[config.mk]
export PLATFORM = sky130hd
export DESIGN_NAME = timer_ctrl
export DESIGN_NICKNAME = d
export VERILOG_FILES = /design/src/rtl/timer_ctrl.sv
export SDC_FILE = /design/constraint.sdc
export NUM_CORES = 1
export LEC_CHECK = 0
export ABC_AREA = 1
export CAP_MARGIN = 10
export CELL_PAD_IN_SITES_DETAIL_PLACEMENT = 0
export CELL_PAD_IN_SITES_GLOBAL_PLACEMENT = 1
export CORE_MARGIN = 2
export CORE_UTILIZATION = 34
export CTS_CLUSTER_DIAMETER = 100
export DETAILED_ROUTE_END_ITERATION = 6
export PLACE_DENSITY_LB_ADDON = 0.1
export SLEW_MARGIN = 20
export SYNTH_ARGS = -nofsm -noshare
export SYNTH_HDL_FRONTEND = slang
export SYNTH_SLANG_ARGS = --single-unit
[constraint.sdc]
create_clock -name clock -period 1.9 [get_ports clock]
set_input_delay 0.38 -clock clock [delete_from_list [all_inputs] [get_ports clock]]
set_output_delay 0.38 -clock clock [all_outputs]
set_load 0.1 [all_outputs]
[src/rtl/timer_ctrl.sv]
// Kitchen-timer countdown controller: synchronizes the divided clock into a one-cycle tick
// and sequences an MM:SS BCD countdown through keypad entry, start/stop, door and alarm.
module timer_ctrl #(
  parameter int unsigned SYNC_STAGES = 2,
  parameter int unsigned DONE_TICKS  = 3
) (
  input  logic       clock,
  input  logic       reset_n,
  input  logic       clock_div100,
  input  logic [3:0] digit,
  input  logic       digit_valid,
  input  logic       start,
  input  logic       stop,
  input  logic       door_open,
  output logic [3:0] min_tens,
  output logic [3:0] min_ones,
  output logic [3:0] sec_tens,
  output logic [3:0] sec_ones,
  output logic       heater_on,
  output logic       paused,
  output logic       done,
  output logic [1:0] state
);

  typedef enum logic [1:0] {
    StIdle  = 2'd0,
    StRun   = 2'd1,
    StPause = 2'd2,
    StDone  = 2'd3
  } state_e;

  localparam int unsigned CntW = (DONE_TICKS < 2) ? 1 : $clog2(DONE_TICKS);

  state_e                 state_q, state_d;
  logic [SYNC_STAGES-1:0] sync_q, sync_d;
  logic                   sync_last_q, sync_last_d;
  logic                   tick_q, tick_d;
  logic [CntW-1:0]        done_cnt_q, done_cnt_d;
  logic [3:0]             mt_q, mt_d, mo_q, mo_d, st_q, st_d, so_q, so_d;
  logic                   heater_q, heater_d, paused_q, paused_d, done_q, done_d;

  logic [3:0] dec_mt, dec_mo, dec_st, dec_so;
  logic       count_zero, dec_zero;

  // Synchronizer plus rising-edge detector; the tick itself is registered.
  always_comb begin
    sync_d      = {sync_q[SYNC_STAGES-2:0], clock_div100};
    sync_last_d = sync_q[SYNC_STAGES-1];
    tick_d      = sync_q[SYNC_STAGES-1] & ~sync_last_q;
  end

  // One-second BCD decrement with borrow; seconds wrap to 59 regardless of entered form.
  always_comb begin
    dec_mt = mt_q;
    dec_mo = mo_q;
    dec_st = st_q;
    dec_so = so_q;
    if (!count_zero) begin
      if (so_q != 4'd0) begin
        dec_so = so_q - 4'd1;
      end else begin
        dec_so = 4'd9;
        if (st_q != 4'd0) begin
          dec_st = st_q - 4'd1;
        end else begin
          dec_st = 4'd5;
          if (mo_q != 4'd0) begin
            dec_mo = mo_q - 4'd1;
          end else begin
            dec_mo = 4'd9;
            dec_mt = mt_q - 4'd1;
          end
        end
      end
    end
  end

  assign count_zero = (mt_q == 4'd0) && (mo_q == 4'd0) && (st_q == 4'd0) && (so_q == 4'd0);
  assign dec_zero   = (dec_mt == 4'd0) && (dec_mo == 4'd0) && (dec_st == 4'd0) &&
                      (dec_so == 4'd0);

  always_comb begin
    state_d    = state_q;
    done_cnt_d = done_cnt_q;
    mt_d       = mt_q;
    mo_d       = mo_q;
    st_d       = st_q;
    so_d       = so_q;
    unique case (state_q)
      StIdle: begin
        if (stop) begin
          {mt_d, mo_d, st_d, so_d} = 16'h0000;
        end else if (start) begin
          if (!count_zero && !door_open) state_d = StRun;
        end else if (digit_valid && (digit <= 4'd9)) begin
          {mt_d, mo_d, st_d, so_d} = {mo_q, st_q, so_q, digit};
        end
      end
      StRun: begin
        if (stop || door_open) begin
          state_d = StPause;
        end else if (tick_q) begin
          {mt_d, mo_d, st_d, so_d} = {dec_mt, dec_mo, dec_st, dec_so};
          if (dec_zero) begin
            state_d    = StDone;
            done_cnt_d = '0;
          end
        end
      end
      StPause: begin
        if (stop) begin
          state_d                  = StIdle;
          {mt_d, mo_d, st_d, so_d} = 16'h0000;
        end else if (start && !door_open) begin
          state_d = StRun;
        end
      end
      StDone: begin
        {mt_d, mo_d, st_d, so_d} = 16'h0000;
        if (start || stop || digit_valid) begin
          state_d    = StIdle;
          done_cnt_d = '0;
        end else if (tick_q) begin
          if (done_cnt_q == CntW'(DONE_TICKS - 1)) begin
            state_d    = StIdle;
            done_cnt_d = '0;
          end else begin
            done_cnt_d = done_cnt_q + CntW'(1);
          end
        end
      end
    endcase
    heater_d = (state_d == StRun);
    paused_d = (state_d == StPause);
    done_d   = (state_d == StDone);
  end

  always_ff @(posedge clock or negedge reset_n) begin
    if (!reset_n) begin
      state_q     <= StIdle;
      sync_q      <= '0;
      sync_last_q <= 1'b0;
      tick_q      <= 1'b0;
      done_cnt_q  <= '0;
      mt_q        <= 4'd0;
      mo_q        <= 4'd0;
      st_q        <= 4'd0;
      so_q        <= 4'd0;
      heater_q    <= 1'b0;
      paused_q    <= 1'b0;
      done_q      <= 1'b0;
    end else begin
      state_q     <= state_d;
      sync_q      <= sync_d;
      sync_last_q <= sync_last_d;
      tick_q      <= tick_d;
      done_cnt_q  <= done_cnt_d;
      mt_q        <= mt_d;
      mo_q        <= mo_d;
      st_q        <= st_d;
      so_q        <= so_d;
      heater_q    <= heater_d;
      paused_q    <= paused_d;
      done_q      <= done_d;
    end
  end

  assign min_tens  = mt_q;
  assign min_ones  = mo_q;
  assign sec_tens  = st_q;
  assign sec_ones  = so_q;
  assign heater_on = heater_q;
  assign paused    = paused_q;
  assign done      = done_q;
  assign state     = state_q;

endmodule

==> results.md <==
* Hold Crit Endpoint: sync_q[1]
* Achievable frequency at 0.504 GHz
* Layout Nets at 365
* Wire length on met3 at 107 µm
* Clock Root Buffer: clkbuf_8
* Clock period minus worst slack at 1.99 ns
* # fillers at 542
* Buf/Inv on CP at 2
* CP arrival at about 2.2 ns
* Vias per Instance at about 4.8
* YS warnings at 0
* Drt pass-1 iters at 4
* Detailed router's first-iteration violation count at 83
* CP top delay family: simple AND/OR/NAND/NOR gates
* WL/cell at 13.3 µm
* Mapped Cells at 266
* Seq cells post-synth at 27
* Placer Congestion at 0.824
* Crit-path slowest cell: dfrtp_4
* First-pass GRT wire length at 9760 µm
* Max_cap viols at 0
* EDFF count, synth at 0
* Post-synth net total at 278
* Post-synth ARST share at 100%
* Die ar. at ~0.0062 mm²
* Worst-Skew Late Latency at 0.29 ns
* CTS Buf Count at 3
* Switching power at 3.12 mW
* Commonest cells after routing, fill and taps aside: 59 x buf_4, 52 x nand2_1, 30 x nor2_1
* Final WS setup at -0.0857 ns
* CP required at 2.08 ns
* Setup crit start kind: flop
* Outcome: complete, but fails checks
* Leakage at 1.44 nW
* Die height at just under 80 µm
* Initial core utilization at 35.0%
* Ant. Diodes at 0
* Final hold viol count at 0
* Final setup viols at 4
* Reg clk slew, reported paths at 0.11 ns
* Vias in the first global route at between 2000 and 2500
* Worst Max-Slew Pin Slew at 0.397 ns
* Max-slew headroom at 73.2%
* Cell Pwr Density at 1860 mW/mm²
* Hold Crit Class: reg -> reg
* Avg Cell Area, Syn at ~7.2 µm²
* Drc violations at 0
* Skew final at about 0.012 ns
* CP Cell Sequence: inv_4 -> ha_4 -> nand3_4 -> buf_4 -> nand3_4 -> nand2_1 -> nand2_2 -> nand2_2 -> nor2_2 -> nand4_1 -> nand2_2 -> nand2_2 -> nand2_1 -> nand2_1
* Post-route ant nets at 0
* Area Overhead vs Synth at 62.6%
* Post-CTS Hold Buffers at 0
* Io pins at 32
* WL met2 at 2760 µm
* RSZ-0062 raised after global routing: true
* Initial antenna violation count at 0
* Critical Path Max Stage Delay at roughly 0.50 ns
* Sw frac at 53.9%
* Most common cell after layout, fill and taps aside: buf_4
* Core Rows at 27
* WHS Path Cells at 0
* Ys flop type: dfrtp_1
* Total GRT Usage at 19.7%
* Dpl hpwl at 4290 µm
* Failing checks: negative setup slack
* Crit Path Category: reg -> reg
* Total global routing overflow at 0
* Tot Pwr at just under 6 mW
* Worst r2r path cells at 14
* Final Max Slew Viols at 0
* Largest net degree at the start of global routing at 28
* Max Root-Sink Buffers at 2
* Netlist cell types at 35
* CP endpoint kind: flop
* Fin cells at 424
* H-tree Lvls at 1
* Met1 wire length at 2730 µm
* Inst Count DP at 414
* Critical Path Fanout Max at 4
* Worst r2r src: min_tens[0]
* Layout Utilization at a little under three fifths
* Register share of total power at 17.1%
* Die W at between 70 and 80 µm
* Post-synth top area cell: dfrtp_1
* Combinational share of power at 76.8%
* Post-synthesis cell area at between 0.0015 and 0.002 mm²
* Routed wire length at about 5600 µm
* Flop2flop setup slack at -0.09 ns
* R2r endpoint: done_cnt_q[0]
* Vias at 2023
* Sequential-to-total area share from yosys stat at a little over a third
* Fraction of layout cells with a size suffix above 1 at 44.0%
* Hold path start: sync_q[0]
* Area fraction of the dominant cell type after synthesis at 35.3%
* Top cells by area, synth: dfrtp_1 35%, nand2_1 12%, nor2_1 6.7%
* Worst vdd ir at 1.29 mV
* Uppermost layer routed: met4
* Combined area of the multi-input logic cells at 0.00118 mm²
* Final period util at 105%
* Storage element area at ~730 µm²
* Int Power at approximately 2.7 mW
* Most frequent cell on the critical path: nand2_2
* CTS tree: built
* Core Area at around 0.0055 mm²
* Port Buffers at 31
* Clock power share at ~6.1%
* CTS Sinks at 27
## routing by layer
layer  global-route usage, %  vias up
met5                       0        -
met4                    4.66        0
met3                    1.93        4
met2                    32.6       21
met1                    27.9      950
li1                        -     1048
## area by class of cell
cell class | instances | area share [%]
multi-input cells | 198 | 38.0
repair buffers | 88 | 29.4
flip-flops and latches | 27 | 23.5
inverters | 35 | 4.63
well taps | 72 | 2.90
clock buffers | 3 | 1.33
clock inverters | 1 | 0.241
## sequential cells by signal, indices dropped and copies added (netlist names)
register	flops
sec_ones	4
heater_on	1
tick_q	1
paused	1
sync_last_q	1
state	2
min_tens	4
done	1
done_cnt_q	2
sec_tens	4
sync_q	2
min_ones	4
## repair_timing
| action | in CTS | in global routing |
|---|---|---|
| pin swaps | 3 | 9 |
| setup buffers | 2 | 4 |
| gates resized for setup | 7 | 23 |
| endpoints found under the setup margin | 4 | 7 |
## worst max-delay path by stage
stage,start,end,slack [ns],cells after the start
CTS,min_ones[1],done_cnt_q[0],-0.05,14
detailed placement,min_ones[1],done_cnt_q[0],-0.12,12
global placement,min_ones[1],done_cnt_q[1],-0.13,12
floorplan,sec_ones[1],done_cnt_q[1],-0.04,13
finish,min_tens[0],done_cnt_q[0],-0.09,14
global route,sec_tens[3],done_cnt_q[0],-0.22,14
## power groups by stage
stage / sequential [mW] / combinational (mW) / clock, mW
2_1_floorplan: 2.21 / 1.36 / 0
3_3_place_gp: 0.979 / 4.24 / 0
5_1_grt: 1.01 / 4.78 / 0.396
6_report: 0.988 / 4.45 / 0.355
3_5_place_dp: 0.986 / 4.23 / 0
4_1_cts: 0.989 / 4.29 / 0.361
## cell usage after synthesis, types with 2 or more instances
| cell | instances |
|---|---|
| nand2_2 | 5 |
| a21oi_1 | 17 |
| nand2_1 | 59 |
| a22oi_1 | 9 |
| inv_2 | 6 |
| dfrtp_1 | 27 |
| clkbuf_1 | 2 |
| xor2_1 | 2 |
| nor2_2 | 3 |
| nor3_1 | 6 |
| nand3_2 | 4 |
| nor2_4 | 5 |
| nand3_1 | 14 |
| o21ai_1 | 2 |
| buf_2 | 2 |
| inv_1 | 28 |
| nand2_4 | 3 |
| o21ai_0 | 15 |
| nand4_1 | 7 |
| a221oi_1 | 2 |
| nor2_1 | 34 |
## worst reg2reg max path: stages, from the launching register on
cell,delay [ns]
dfrtp_4,0.50
inv_4,0.07
ha_4,0.15
nand3_4,0.10
buf_4,0.16
nand3_4,0.10
nand2_1,0.08
nand2_2,0.08
nand2_2,0.06
nor2_2,0.12
nand4_1,0.16
nand2_2,0.13
nand2_2,0.06
nand2_1,0.06
nand2_1,0.05
## through the flow
step | setup slack (ns) | hold WS [ns] | TNS (ns) | area (µm²)
2_1_floorplan | -0.0361 | 0.0844 | -0.0832 | 2010
4_1_cts | -0.0480 | 0.361 | -0.104 | 3010
6_report | -0.0857 | 0.359 | -0.249 | 3110
3_3_place_gp | -0.128 | 0.333 | -0.513 | 2920
3_5_place_dp | -0.121 | 0.337 | -1.02 | 2920
5_1_grt | -0.218 | 0.375 | -0.825 | 3110
## cell families (layout without fill, tap and decap cells)
group                    after synthesis  in the layout  synth area share, %
XOR/XNOR                               2              2                0.916
adder cells (fa/ha/maj)                1              1                0.654
buffers and inverters                 41            127                 9.55
AO/OA/AOI/OAI                         51             51                 15.8
AND/OR/NAND/NOR                      144            144                 37.8
flip-flops                            27             27                 35.3
(Power assumes the default switching activity.)
